==> src/rtl/reg_file_sb.sv <==
// Parametrised 2-read/1-write register file with hardwired zero register and per-register busy scoreboard.
// Optional write-through forwarding on the read ports when REG_FILE_BYPASS_EN is defined.
module reg_file_sb #(
   parameter int unsigned DATA_W   = 32,
   parameter int unsigned ADDR_W   = 5,
   parameter int unsigned ZERO_REG = 1
) (
   input  logic              clk,
   input  logic              rst,
   input  logic [ADDR_W-1:0] rd_addr1,
   input  logic [ADDR_W-1:0] rd_addr2,
   output logic [DATA_W-1:0] rd_data1,
   output logic [DATA_W-1:0] rd_data2,
   output logic              rd_busy1,
   output logic              rd_busy2,
   input  logic              wr_en,
   input  logic [ADDR_W-1:0] wr_addr,
   input  logic [DATA_W-1:0] wr_data,
   input  logic              rsv_en,
   input  logic [ADDR_W-1:0] rsv_addr,
   output logic              rsv_ok,
   input  logic              flush
);
   localparam int unsigned DEPTH = 2**ADDR_W;

   logic [DATA_W-1:0] r_mem [DEPTH];
   logic [DEPTH-1:0]  r_busy;

   logic w_zero_rd1;
   logic w_zero_rd2;
   logic w_zero_wr;
   logic w_zero_rsv;
   logic w_wr_act;
   logic w_rsv_ok;

   assign w_zero_rd1 = (ZERO_REG != 0) && (rd_addr1 == '0);
   assign w_zero_rd2 = (ZERO_REG != 0) && (rd_addr2 == '0);
   assign w_zero_wr  = (ZERO_REG != 0) && (wr_addr  == '0);
   assign w_zero_rsv = (ZERO_REG != 0) && (rsv_addr == '0);
   assign w_wr_act   = wr_en && !w_zero_wr;

   // A same-cycle writeback to the requested register frees it, so the reservation is granted.
   assign w_rsv_ok = rst && rsv_en && !flush && !w_zero_rsv &&
                     (!r_busy[rsv_addr] || (wr_en && (wr_addr == rsv_addr)));
   assign rsv_ok   = w_rsv_ok;

   always_comb begin
      rd_data1 = w_zero_rd1 ? '0 : r_mem[rd_addr1];
      rd_busy1 = !w_zero_rd1 && r_busy[rd_addr1];
      rd_data2 = w_zero_rd2 ? '0 : r_mem[rd_addr2];
      rd_busy2 = !w_zero_rd2 && r_busy[rd_addr2];
`ifdef REG_FILE_BYPASS_EN
      if (rst && w_wr_act && (wr_addr == rd_addr1)) begin
         rd_data1 = wr_data;
         rd_busy1 = 1'b0;
      end
      if (rst && w_wr_act && (wr_addr == rd_addr2)) begin
         rd_data2 = wr_data;
         rd_busy2 = 1'b0;
      end
`endif
   end

   always_ff @(posedge clk or negedge rst) begin
      if (!rst) begin
         for (int unsigned i = 0; i < DEPTH; i++) begin
            r_mem[i] <= '0;
         end
      end else if (w_wr_act) begin
         r_mem[wr_addr] <= wr_data;
      end
   end

   // Later assignments win: reservation set overrides the writeback clear; flush overrides both.
   always_ff @(posedge clk or negedge rst) begin
      if (!rst) begin
         r_busy <= '0;
      end else if (flush) begin
         r_busy <= '0;
      end else begin
         if (w_wr_act) begin
            r_busy[wr_addr] <= 1'b0;
         end
         if (w_rsv_ok) begin
            r_busy[rsv_addr] <= 1'b1;
         end
      end
   end
endmodule

==> config.mk <==
export PLATFORM = sky130hd
export DESIGN_NAME = reg_file_sb
export DESIGN_NICKNAME = d
export VERILOG_FILES = /design/src/rtl/reg_file_sb.sv
export SDC_FILE = /design/constraint.sdc
export NUM_CORES = 2
export LEC_CHECK = 0
export CAP_MARGIN = 5
export CORE_ASPECT_RATIO = 0.75
export CORE_UTILIZATION = 50
export DETAILED_ROUTE_END_ITERATION = 10
export PLACE_DENSITY = 0.72
export SYNTH_ARGS = -nofsm -noshare
export SYNTH_HDL_FRONTEND = slang
export SYNTH_SLANG_ARGS = --single-unit
==> constraint.sdc <==
create_clock -name clk -period 2.6 [get_ports clk]
set_input_delay 0.52 -clock clk [delete_from_list [all_inputs] [get_ports clk]]
set_output_delay 0.52 -clock clk [all_outputs]
set_load 0.02 [all_outputs]
==> flow_summary.rst <==
.. list-table::
   :header-rows: 1

   * - Metric
     - Value
   * - Run status
     - finished with violations
   * - Failing checks
     - setup timing
   * - Leftover overflow at the end of global routing
     - 0
   * - Kind of critical path
     - reg -> out
   * - Vertical die dimension
     - 293.7 um
   * - Number of rows in the core area
     - 106
   * - Worst slew margin relative to its limit
     - 0.1701
   * - Clock Skew
     - 0.02092 ns
   * - Average size of a mapped cell
     - 15.85 sq um
   * - Post-detailed-route wirelength per cell
     - 31.19 um
   * - Hold Path Cell Cnt
     - 0
   * - Static leakage
     - 29.71 nW
   * - Clock tree root driver cell
     - sky130_fd_sc_hd__clkbuf_16
   * - Maximum fanout count along the critical path
     - 3
   * - Instance area at placement
     - 63370 sq um
   * - Final critical-path share of the clock period
     - 1.172
   * - Kind of cell adding the most delay to the critical path
     - multiplexers
   * - Worst-case clock buffer depth
     - 3
   * - Post-Place Cells
     - 5230
   * - Worst-case setup margin in the final layout
     - -0.4478 ns
   * - Peak Freq
     - 328.1 MHz
   * - Number of levels the H-tree was split into
     - 3
   * - Buf/Inv on CP
     - 2
   * - # Max-Cap Violations
     - 0
   * - Leading area contributor after synthesis
     - sky130_fd_sc_hd__dfrtp_1
   * - Cell area after technology mapping
     - 56730 sq um
   * - Total routing usage reported by global routing
     - 0.3052
   * - Number of antenna violations at the first check in global routing
     - 1
   * - Total clock sinks
     - 1056
   * - Total of warnings raised by yosys
     - 0
   * - Insertion delay of the later-clocked pin in the worst-skew pair
     - 0.72 ns
   * - Master of the slowest instance on the critical path
     - sky130_fd_sc_hd__mux4_2
   * - Sw Ratio
     - 0.2754
   * - Placer's final routability congestion estimate
     - 0.8602
   * - Arrival time reported for the critical path endpoint
     - 2.53 ns
   * - Total of endpoints with negative setup slack in the final report
     - 67
   * - Worst Hold Path EP
     - r_mem[1017]$_DFFE_PN0P_
   * - Number of nets still failing antenna checks after routing
     - 0
   * - Path depth of the worst reg2reg path
     - 6
   * - Most frequent cells in the layout
     - 1055 x sky130_fd_sc_hd__dfrtp_1, 993 x sky130_fd_sc_hd__mux2_2, 663 x sky130_fd_sc_hd__mux4_2
   * - Nets
     - 3968
   * - Area growth from synthesis to layout
     - 21.55%
   * - TritonCTS clock tree
     - done
   * - Launch instance of the worst register-to-register path
     - r_busy[18]$_DFF_PN0_
   * - Top area cells in the synthesized netlist
     - sky130_fd_sc_hd__dfrtp_1 47%, sky130_fd_sc_hd__mux4_2 26%, sky130_fd_sc_hd__mux2_2 20%, sky130_fd_sc_hd__clkbuf_1 1.5%, sky130_fd_sc_hd__buf_2 1.2%
   * - Net switching component of the power
     - 13.64 mW
   * - Detailed router's first-iteration violation count
     - 3988
   * - Boundary pin count
     - 124
   * - Launch instance of the worst min-delay path
     - r_mem[1017]$_DFFE_PN0P_
   * - Flip-flop and latch count after synthesis
     - 1056
   * - Delay of the slowest cell on the worst path
     - 0.50 ns
   * - IR drop worst, VDD
     - 558.4 uV
   * - Share of the core filled with cells
     - 0.6161
   * - Cells after synthesis
     - 3580
   * - Num CTS Buffers
     - 105
   * - Minimum setup slack among reg-to-reg paths
     - 0.63 ns
   * - Critical path data required time
     - 2.08 ns
   * - Synthesized Nets
     - 3637
   * - Final HPWL from detailed placement
     - 107600 um
   * - Cell area power density
     - 718.0 nW/um^2
   * - Hold crit path type
     - reg -> reg
   * - Share of post-route cells with drive strength above 1
     - 0.6581
   * - Type of destination of the critical path
     - primary output
   * - Ordered cell list for the critical path
     - buf_6, mux4_2, mux4_2, nand2_2, o21ai_2, buf_6
   * - Worst-Margin Slew
     - 1.245 ns
   * - Worst R2R End
     - r_busy[21]$_DFF_PN0_
   * - Number of pins exceeding their max-slew limit in the final report
     - 0
   * - Initial standard-cell utilization of the core
     - 0.5068
   * - Global-route wire length before repair
     - 256300 um
   * - Die X
     - 391.0 um
   * - Number of standard cells in the final layout excluding fillers
     - 5507
   * - Synth unique cells
     - 41
   * - Via/cell ratio
     - 6.611
   * - Post-route cell area
     - 68960 sq um
   * - Most common cell after layout, fill and taps aside
     - sky130_fd_sc_hd__dfrtp_1
   * - Via count of the first global-routing pass
     - 37.30k
   * - Share of power burned in the clock network
     - 0.317
   * - Maximum number of pins on one net before global-route repair
     - 187
   * - Clock input transition at the sequential cells of the worst setup and hold paths
     - 0.06 ns
   * - Via count
     - 36.41k
   * - Endpoints failing hold
     - 0
   * - Period minus WS final
     - 3.048 ns
   * - Proportion of power drawn by flip-flops and latches
     - 0.438
   * - RSZ-0062 raised after global routing
     - yes
   * - Antenna diode instance count
     - 0
   * - PortBufs
     - 123
   * - Total wirelength of the detailed-routed design
     - 171800 um
   * - Internal power contribution
     - 35.88 mW
   * - TritonRoute pass-1 iters
     - 5
   * - Floorplan die area
     - 114800 sq um
   * - DRC violations left
     - 0
   * - Share of Yosys cell area claimed by the top area cell type
     - 0.4658
   * - Std-Cell Core Area
     - 111900 sq um
   * - Sort of element at the start of the critical path
     - flip-flop
   * - Share of the yosys chip area belonging to registers
     - 0.4658
   * - Combinational share of power
     - 0.244
[flip-flops by register name, summed over array words and instances, names as in the netlist]
name	cells
r_busy	32
r_mem	1024
[layout make-up]
class                      instances  area (sq um)
tap                             1512          1892
multi-input combinational       2029         29050
fill                            8028         42980
timing repair buffer             650          7810
sequential                      1056         26430
clock inverter                    38         440.4
inverter                          69         264.0
clock buffer                     153          3082
[how the worst max path moves through the flow]
stage	to	cells after the start	slack (ns)	start
2_1_floorplan	rd_data1[27]	7	-0.09	rd_addr1[0]
3_3_place_gp	rsv_ok	8	-1.00	rsv_addr[0]
3_5_place_dp	rsv_ok	8	-0.98	rsv_addr[0]
4_1_cts	rd_data2[22]	6	-0.47	r_mem[534]$_DFFE_PN0P_
5_1_grt	rd_data1[23]	10	-0.50	rd_addr1[0]
6_report	rd_busy1	6	-0.45	r_busy[19]$_DFF_PN0_
[per-layer routing]
metal / GRT usage / routed length, um / up-vias
met4: 0.1133 / 6747 / 2
met3: 0.05610 / 12810 / 377
li1: - / - / 14530
met2: 0.4674 / 80450 / 1617
met5: 0 / 13 / -
met1: 0.4385 / 71760 / 19880
[power by group through the flow]
stage	Clock, mW	Sequential [mW]	Combinational, mW
after CTS	15.9	21.6	12.0
after detailed placement	0	21.8	11.2
final	15.7	21.7	12.1
after global routing	16.6	22.0	12.8
after global placement	0	21.6	10.9
after floorplan	0	21.1	7.96
[cell families (layout without fill, tap and decap cells)]
kind of cell | Yosys count | after routing | share of synthesized area
mux | 1667 | 1667 | 0.4622
simple gates | 250 | 250 | 0.02093
xor+xnor | 5 | 5 | 0.0007719
flops | 1056 | 1056 | 0.4658
buf+inv | 495 | 910 | 0.03901
compound gates | 107 | 107 | 0.01127
[Yosys cell counts (all sizes together)]
library cell  count
a21oi            16
a31o              1
a32oi            15
and2              1
and3              2
and4b             1
buf             196
clkbuf          230
dfrtp          1056
inv              69
mux2            993
mux2i            11
mux4            663
nand2           107
nand2b            8
nand3            34
nand3b            1
nand4             1
nand4b            3
nand4bb           3
nor2             48
nor2b             5
nor3              1
nor3b            17
nor4              1
nor4b             1
nor4bb            1
o21ai            66
o221a             1
o221ai            1
o22a              4
o32ai             1
o41ai             2
or2               8
or3               7
xnor2             1
xor2              4
[per-stage QoR]
step	total power, mW	hold slack, ns	worst slack (ns)	setup TNS (ns)
global route	51.39	0.4094	-0.4995	-26.84
CTS	49.44	0.3980	-0.4676	-25.85
detailed placement	33.04	0.3839	-0.9801	-58.75
floorplan	29.04	0.2244	-0.08579	-3.689
global placement	32.56	0.3769	-1.004	-57.86
finish	49.52	0.3956	-0.4478	-23.77
[what timing repair did]
item,4_1_cts,5_1_grt
pin swaps,30,9
gates cloned,10,4
hold endpoints to repair,52,0
setup endpoints to repair,67,67
hold buffers,1,0
buffers inserted,58,21
resized for setup,582,60
Note: power is estimated with default switching activity, not from simulation.
